**config.mk**
```make
export PLATFORM = sky130hd
export DESIGN_NAME = uart_verici
export DESIGN_NICKNAME = d
export VERILOG_FILES = /design/src/rtl/uart_verici.sv
export SDC_FILE = /design/constraint.sdc
export NUM_CORES = 1
export LEC_CHECK = 0
export CAP_MARGIN = 20
export CORE_MARGIN = 2
export CORE_UTILIZATION = 51
export CTS_CLUSTER_SIZE = 16
export DETAILED_ROUTE_END_ITERATION = 7
export PLACE_DENSITY = 0.8
export SYNTH_ARGS = -nofsm -noshare
export SYNTH_HDL_FRONTEND = slang
export SYNTH_SLANG_ARGS = --single-unit
```
**constraint.sdc**
```tcl
create_clock -name clk_i -period 5.38 [get_ports clk_i]
set_input_delay 0.807 -clock clk_i [delete_from_list [all_inputs] [get_ports clk_i]]
set_output_delay 0.807 -clock clk_i [all_outputs]
set_load 0.03 [all_outputs]
```
**src/rtl/uart_verici.sv**
```systemverilog
// 8N1 UART transmitter fed by a small write FIFO.
// Divisor and stall are sampled only at frame boundaries.
module uart_verici #(
  parameter int FIFO_DEPTH = 8
) (
  input  logic        clk_i,
  input  logic        rst_i,
  input  logic [15:0] baud_div_i,
  input  logic        we_i,
  input  logic        stall_i,
  input  logic [7:0]  data_i,
  output logic        full_o,
  output logic        empty_o,
  output logic        tx_o
);

  localparam int AW = (FIFO_DEPTH > 1) ? $clog2(FIFO_DEPTH) : 1;
  localparam int CW = $clog2(FIFO_DEPTH) + 1;

  typedef enum logic [1:0] {
    IDLE,
    START,
    DATA,
    STOP
  } state_t;

  logic [7:0]    mem [FIFO_DEPTH];
  logic [AW-1:0] wr_ptr;
  logic [AW-1:0] rd_ptr;
  logic [CW-1:0] count;

  state_t        state;
  logic [7:0]    shift;
  logic [15:0]   div;
  logic [15:0]   cnt;
  logic [2:0]    idx;

  logic          push;
  logic          pop;
  logic          can_launch;
  logic          bit_end;

  assign full_o  = (count == CW'(FIFO_DEPTH));
  assign empty_o = (count == '0) && (state == IDLE);

  assign can_launch = (count != '0) && !stall_i
                   && (baud_div_i != 16'd0);
  assign bit_end    = (cnt == div - 16'd1);

  // a pop happens only when the serializer takes a new frame
  always_comb begin
    pop = 1'b0;
    unique case (state)
      IDLE:    pop = can_launch;
      STOP:    pop = can_launch && bit_end;
      default: pop = 1'b0;
    endcase
  end

  // full is judged on the pre-edge count, so a same-cycle pop
  // does not make room for a write
  assign push = we_i && !full_o;

  always_ff @(posedge clk_i) begin
    if (push) begin
      mem[wr_ptr] <= data_i;
    end
  end

  always_ff @(posedge clk_i) begin
    if (rst_i) begin
      wr_ptr <= '0;
      rd_ptr <= '0;
      count  <= '0;
    end else begin
      if (push) begin
        wr_ptr <= wr_ptr + 1'b1;
      end
      if (pop) begin
        rd_ptr <= rd_ptr + 1'b1;
      end
      unique case ({push, pop})
        2'b10:   count <= count + 1'b1;
        2'b01:   count <= count - 1'b1;
        default: count <= count;
      endcase
    end
  end

  always_ff @(posedge clk_i) begin
    if (rst_i) begin
      state <= IDLE;
      tx_o  <= 1'b1;
      shift <= '0;
      div   <= '0;
      cnt   <= '0;
      idx   <= '0;
    end else begin
      unique case (state)
        IDLE: begin
          if (pop) begin
            shift <= mem[rd_ptr];
            div   <= baud_div_i;
            cnt   <= '0;
            state <= START;
            tx_o  <= 1'b0;
          end
        end
        START: begin
          if (bit_end) begin
            cnt   <= '0;
            idx   <= '0;
            tx_o  <= shift[0];
            shift <= {1'b0, shift[7:1]};
            state <= DATA;
          end else begin
            cnt <= cnt + 16'd1;
          end
        end
        DATA: begin
          if (bit_end) begin
            cnt <= '0;
            if (idx == 3'd7) begin
              tx_o  <= 1'b1;
              state <= STOP;
            end else begin
              idx   <= idx + 3'd1;
              tx_o  <= shift[0];
              shift <= {1'b0, shift[7:1]};
            end
          end else begin
            cnt <= cnt + 16'd1;
          end
        end
        STOP: begin
          if (bit_end) begin
            cnt <= '0;
            if (pop) begin
              shift <= mem[rd_ptr];
              div   <= baud_div_i;
              state <= START;
              tx_o  <= 1'b0;
            end else begin
              state <= IDLE;
            end
          end else begin
            cnt <= cnt + 16'd1;
          end
        end
        default: begin
          state <= IDLE;
          tx_o  <= 1'b1;
        end
      endcase
    end
  end

  a_count_bound: assert property (
    @(posedge clk_i) disable iff (rst_i)
    count <= CW'(FIFO_DEPTH)
  );

  a_div_nonzero: assert property (
    @(posedge clk_i) disable iff (rst_i)
    (state != IDLE) |-> (div != 16'd0)
  );

endmodule

```
Word-level counts from Yosys, hierarchy flattened
Memory sizes are Yosys's and may differ from the RTL's. A register that Yosys moved wholly into a read port is not among the register bits. Cells that the tools add are included.

Add/sub/neg operators: 7. Equal/unequal tests: 14. Multiplexer cells: 35. Reduce and logical (&&, ||, !) cells: 20.

Operator list (count): $mux W16 (4); $pmux W16 S2 (2); $mux W8 (5); $pmux W8 S4 (1); $add A16 B1 Y16 const B (1); $eq A16 B16 Y1 (1); $reduce_bool A16 Y1 (1); $sub A16 B1 Y16 const B (1); $mux W3 (5); $ne A2 B2 Y1 const B (6); $mux W2 (5); $add A3 B1 Y3 const B (3); $mux W1 (8); $pmux W2 S4 (1); $pmux W4 S2 (1); $reduce_and A4 Y1 (2); $eq A2 B2 Y1 const B (3); $pmux W3 S2 (1); $reduce_bool A2 Y1 (3); $logic_and A1 B1 Y1 (5); $reduce_and A5 Y1 (1); $add A4 B1 Y4 const B (1); $eq A2 B1 Y1 const B (2); $eq A4 B4 Y1 const B (1); 11 further kinds (12).

Bits in registers: 56. Bits in writable memories: 64. Input bits: 28. Output and inout bits: 3. Word-level logic and storage cells: 86. Memories: 1.

Memory list: mem (words 8, width 8, rd ports 1, clocked after memory_dff 1, write ports 1, line 27) `logic [7:0] mem [FIFO_DEPTH];`.

Depth between registers and ports, before layout
Word-level depth: 8. Depth in mapped cells: 18. Gate-level depth less buffers: 15.

Worst setup path before layout
Ideal clock, no wire load.

Kind: register to register. Start: reg div[0]. End: reg count[2]. Library setup time: 0.071 ns. Data arrival time: 3.836 ns. Data required time: 5.309 ns. Path slack: 1.473 ns. Cell stages (with the launch flop): 19. Path buffers: 3. Period minus slack after synthesis: 3.907 ns. Path through: dfxtp_1 inv_1 ha_1 buf_2 or4b_1 clkbuf_1 nor4_1 mux2i_1 nor3b_2 o41ai_4 and2_1 clkbuf_1 ha_1 xor2_1 ha_1 a21oi_1 xor2_1 or3_1 a21oi_1.

Longest elaborated chain between the ends: 6. Elaborated cells between the ends (all ways): 8. Classes of those cells: add/sub (1); eq/ne (3); mux (2); reduce/logical (2).

RTL lines: start: declaration (line 34) `logic [15:0] div;`; start signal: assignment (line 103) `div <= baud_div_i;`; start signal: assignment (line 140) `div <= baud_div_i;`; $sub A16 B1 Y16 * (line 48) `assign bit_end = (cnt == div - 16'd1);`; $eq A16 B16 Y1 * (line 48); $logic_and A1 B1 Y1 * (line 55) `STOP: pop = can_launch && bit_end;`; $pmux W1 S2 * (line 53) `unique case (state)`; net pop (line 39) `logic pop;`; $eq A2 B1 Y1 / $eq A2 B2 Y1 (equally long branches) (line 82) `unique case ({push, pop})`; $pmux W4 S2 / $reduce_bool A2 Y1 (equally long branches); end signal: assignment (line 83) `2'b10: count <= count + 1'b1;`; end signal: assignment (line 84) `2'b01: count <= count - 1'b1;`; end signal: assignment (line 85) `default: count <= count;`; end: declaration (line 30) `logic [CW-1:0] count;`.

Mark *: on every way through the listed nets, which the timed path passes. The rest lies on a longest branch. A chain may end at the register's enable or synchronous reset.

Worst setup path in the final report
Start: reg div[0]. End: reg count[2].

Longest elaborated chain between the ends: 6. Elaborated cells between the ends (all ways): 8. Classes of those cells: add/sub (1); eq/ne (3); mux (2); reduce/logical (2).

RTL lines (line): $sub A16 B1 Y16 * (48); $eq A16 B16 Y1 * (48); $logic_and A1 B1 Y1 * (55); $pmux W1 S2 * (53); $eq A2 B1 Y1 / $eq A2 B2 Y1 (equally long branches) (82); $pmux W4 S2 / $reduce_bool A2 Y1 (equally long branches).

Mark *: on every way between the ends. The rest lies on a longest branch, timed or not.

==> flow_summary.toml <==
[synth]
synth_compound_area_share_pct = 11.35
synth.avg_cell_area_um2 = 11.42
ys_ff_latch = 123
synthAdderAreaFrac_pct = 2.954
async_flop_share_pct = 0
synth_top_family_by_area = "simple AND/OR/NAND/NOR gates"
synth.cell_area_um2 = 5929
synth.distinct_cells = 65
netlist_instances = 519
synth-edff-count = 64
synth_xor_xnor_area_share_pct = 4.136
yosys.area_share.simple_pct = 15.47
syn_nets = 561
yosysSeqAreaShare_pct = 52.33
synth_ff_type = "edfxtp_1"
yosys_warnings = 0
synthMuxAreaShare_pct = 10.80

[sta]
worst_pin_slew_ns = 1.020
setup_viol_count_final = 0
rsz0062_at_grt = "no"
maxSlewViolCount = 0
hold_viol_final = 0
period_share_pct = 81.18
finalSetupTns_ns = 0
period_minus_slack_ns = 4.367
fmax_mhz = 229.0
finClkSkew_ns = 0.01423
max_slew_margin_pct = 31.98
setup_ws_ns = 1.013

[worst_setup_path]
worstPathArrival_ns = 4.71
r2r-end = "count[2]"
cp_slowest_cell = "or4b_1"
required_ns = 5.73
cpMostUsedCell = "ha_1"
critPathTopFamily = "simple AND/OR/NAND/NOR gates"
worstSetupEndpointType = "flop"
rrSetupSlack_ns = 1.01
critPathBufInv = 1
crit_type = "reg -> reg"
path_depth = 15
reg2reg_from = "div[0]"
crit_path_start = "div[0]"
r2r_cells = 15
max_stage_delay_ns = 0.58
cp-start-kind = "flop"
setup.worst_path.end = "count[2]"
path_cells = "inv_1 -> ha_1 -> or4b_1 -> nor4_1 -> nand2_1 -> o21a_1 -> o41ai_4 -> and2_1 -> ha_1 -> xor2_1 -> ha_1 -> a21oi_1 -> xor2_1 -> or3_1 -> a21oi_1"
crit_fanout = 10

[drt]
antenna_left = 0
drtPass1Iterations = 5
vias_per_cell = 5.852
dr_total_vias = 4108
avgRoutedWirePerCell_um = 17.65
drtIter0Drc = 280
drt_wl_total_mm = 12.39
drc = 0

[cells_and_area]
syn_to_final_growth_pct = 16.90
final_layout_size_suffix_gt1_share_pct = 12.52
antenna_cells = 0
instances_no_fill = 702
layout_commonest_cell = "edfxtp_1"
layout_common_cells = "64 x edfxtp_1, 59 x dfxtp_1, 55 x nor2_1"
nets = 588

[clock_tree]
cts_root_buffer = "clkbuf_16"
cts_buffer_depth = 2
cts_setup_buffers = 0
holdBufCountCts = 0
clock_sinks = 123
clock_latency_ns = 0.42
clkTransAtPathRegs_ns = 0.06
h-tree-depth = 4
cts_made_buffers = 17
cts-resized-gates = 0
cts_tree = "yes"

[placement]
portBuffers = 30
gp_congestion = 0.8767
dp_slack_ns = 1.136
placed_cells = 669
hpwl_mm = 8.483

[worst_hold_path]
min_from = "shift[7]"
hold_class = "reg -> reg"

[floorplanning]
die_y_um = 111.8
rows = 39
pin_count = 31
core_um2 = 11370
start_util_pct = 52.15
die_area_um2 = 12500
dieWidth_um = 111.8

[power]
powerDensity_nw_per_um2 = 536.3
cellLeakagePower_nw = 2.608
peakVddDrop_v = 0.0004134

[grt]
grt_max_degree = 40
grt_pass1_wl_mm = 20.49
antenna_found_initial = 0
grt-ovfl-total = 0
grt_pass1_vias = 4200
grt_usage_pct = 20.65

[run]
maxCapViolCount = 0

[status]
status = "completed"
## kinds of logic after synthesis
family                   after synthesis
adder cells (fa/ha/maj)               14
buffers and inverters                 44
multiplexers                          44
AO/OA/AOI/OAI                         92
XOR/XNOR                              28
flip-flops                           123
AND/OR/NAND/NOR                      174
## worst min-delay path by stage
stage,to,depth (start not counted)
final,shift[7],2
after global placement,idx[2],1
after detailed placement,shift[7],2
after floorplan,idx[2],1
after CTS,shift[7],2
after global routing,idx[2],1
## sequential cells by signal (all words and copies together), names as in the netlist, named ones only
signal	flops
shift	8
cnt	16
tx_o	1
idx	3
div	16
rd_ptr	3
state	2
mem	64
wr_ptr	3
count	4
## layout make-up
cell class	count	area (µm²)
Timing Repair Buffer	37	360.3
Sequential cell	123	3103
Fill cell	877	4438
Tap cell	143	178.9
Clock buffer	17	425.4
Clock inverter	15	156.4
Inverter	15	56.30
Multi-Input combinational cell	352	2651
## power by group
part           internal (mW)  switching, mW
clock network          0.653          0.451
registers               1.11          0.138
logic                  0.601          0.767
## routing by layer
layer  up-vias  part of all wire [%]  track usage [%]
li1       1992                     -                -
met1      2031                    43            24.49
met2        72                    52            36.97
met3        13                   3.3            5.226
met4         0                   1.1            6.255
met5         -                     0                0
## synth_stat cells, drive strengths merged, types with 5 or more instances
cell | count | area, µm²
a21oi | 15 | 78.83
a21o | 10 | 75.07
nor4 | 16 | 115.1
xnor2 | 14 | 122.6
edfxtp | 64 | 1922
nor2 | 55 | 206.5
clkbuf | 20 | 75.07
nand2 | 23 | 86.33
nor3 | 23 | 115.1
ha | 14 | 175.2
inv | 15 | 56.30
o21a | 15 | 112.6
nand3 | 10 | 50.05
or3 | 9 | 61.31
nor2b | 5 | 31.28
dfxtp | 59 | 1181
mux4 | 16 | 360.4
buf | 9 | 43.79
o21ai | 24 | 127.6
xor2 | 14 | 122.6
mux2i | 28 | 280.3
nor3b | 6 | 50.05
## through the flow
step | hold slack, ns | instance area [µm²] | utilization [%] | total power, mW
after CTS | 0.4756 | 6917 | 60.83 | 3.714
after detailed placement | 0.4677 | 6335 | 55.72 | 2.595
after global placement | 0.4463 | 6335 | 55.72 | 2.537
final | 0.4775 | 6932 | 60.97 | 3.717
after global routing | 0.4907 | 6932 | 60.97 | 3.926
after floorplan | 0.4332 | 5929 | - | 2.328
## worst min-delay path: stages, from the launching register on
cell and delay (ns):
dfxtp_1 0.31, o21ai_0 0.07, a21oi_1 0.06
Note: power is estimated with default switching activity, not from simulation.
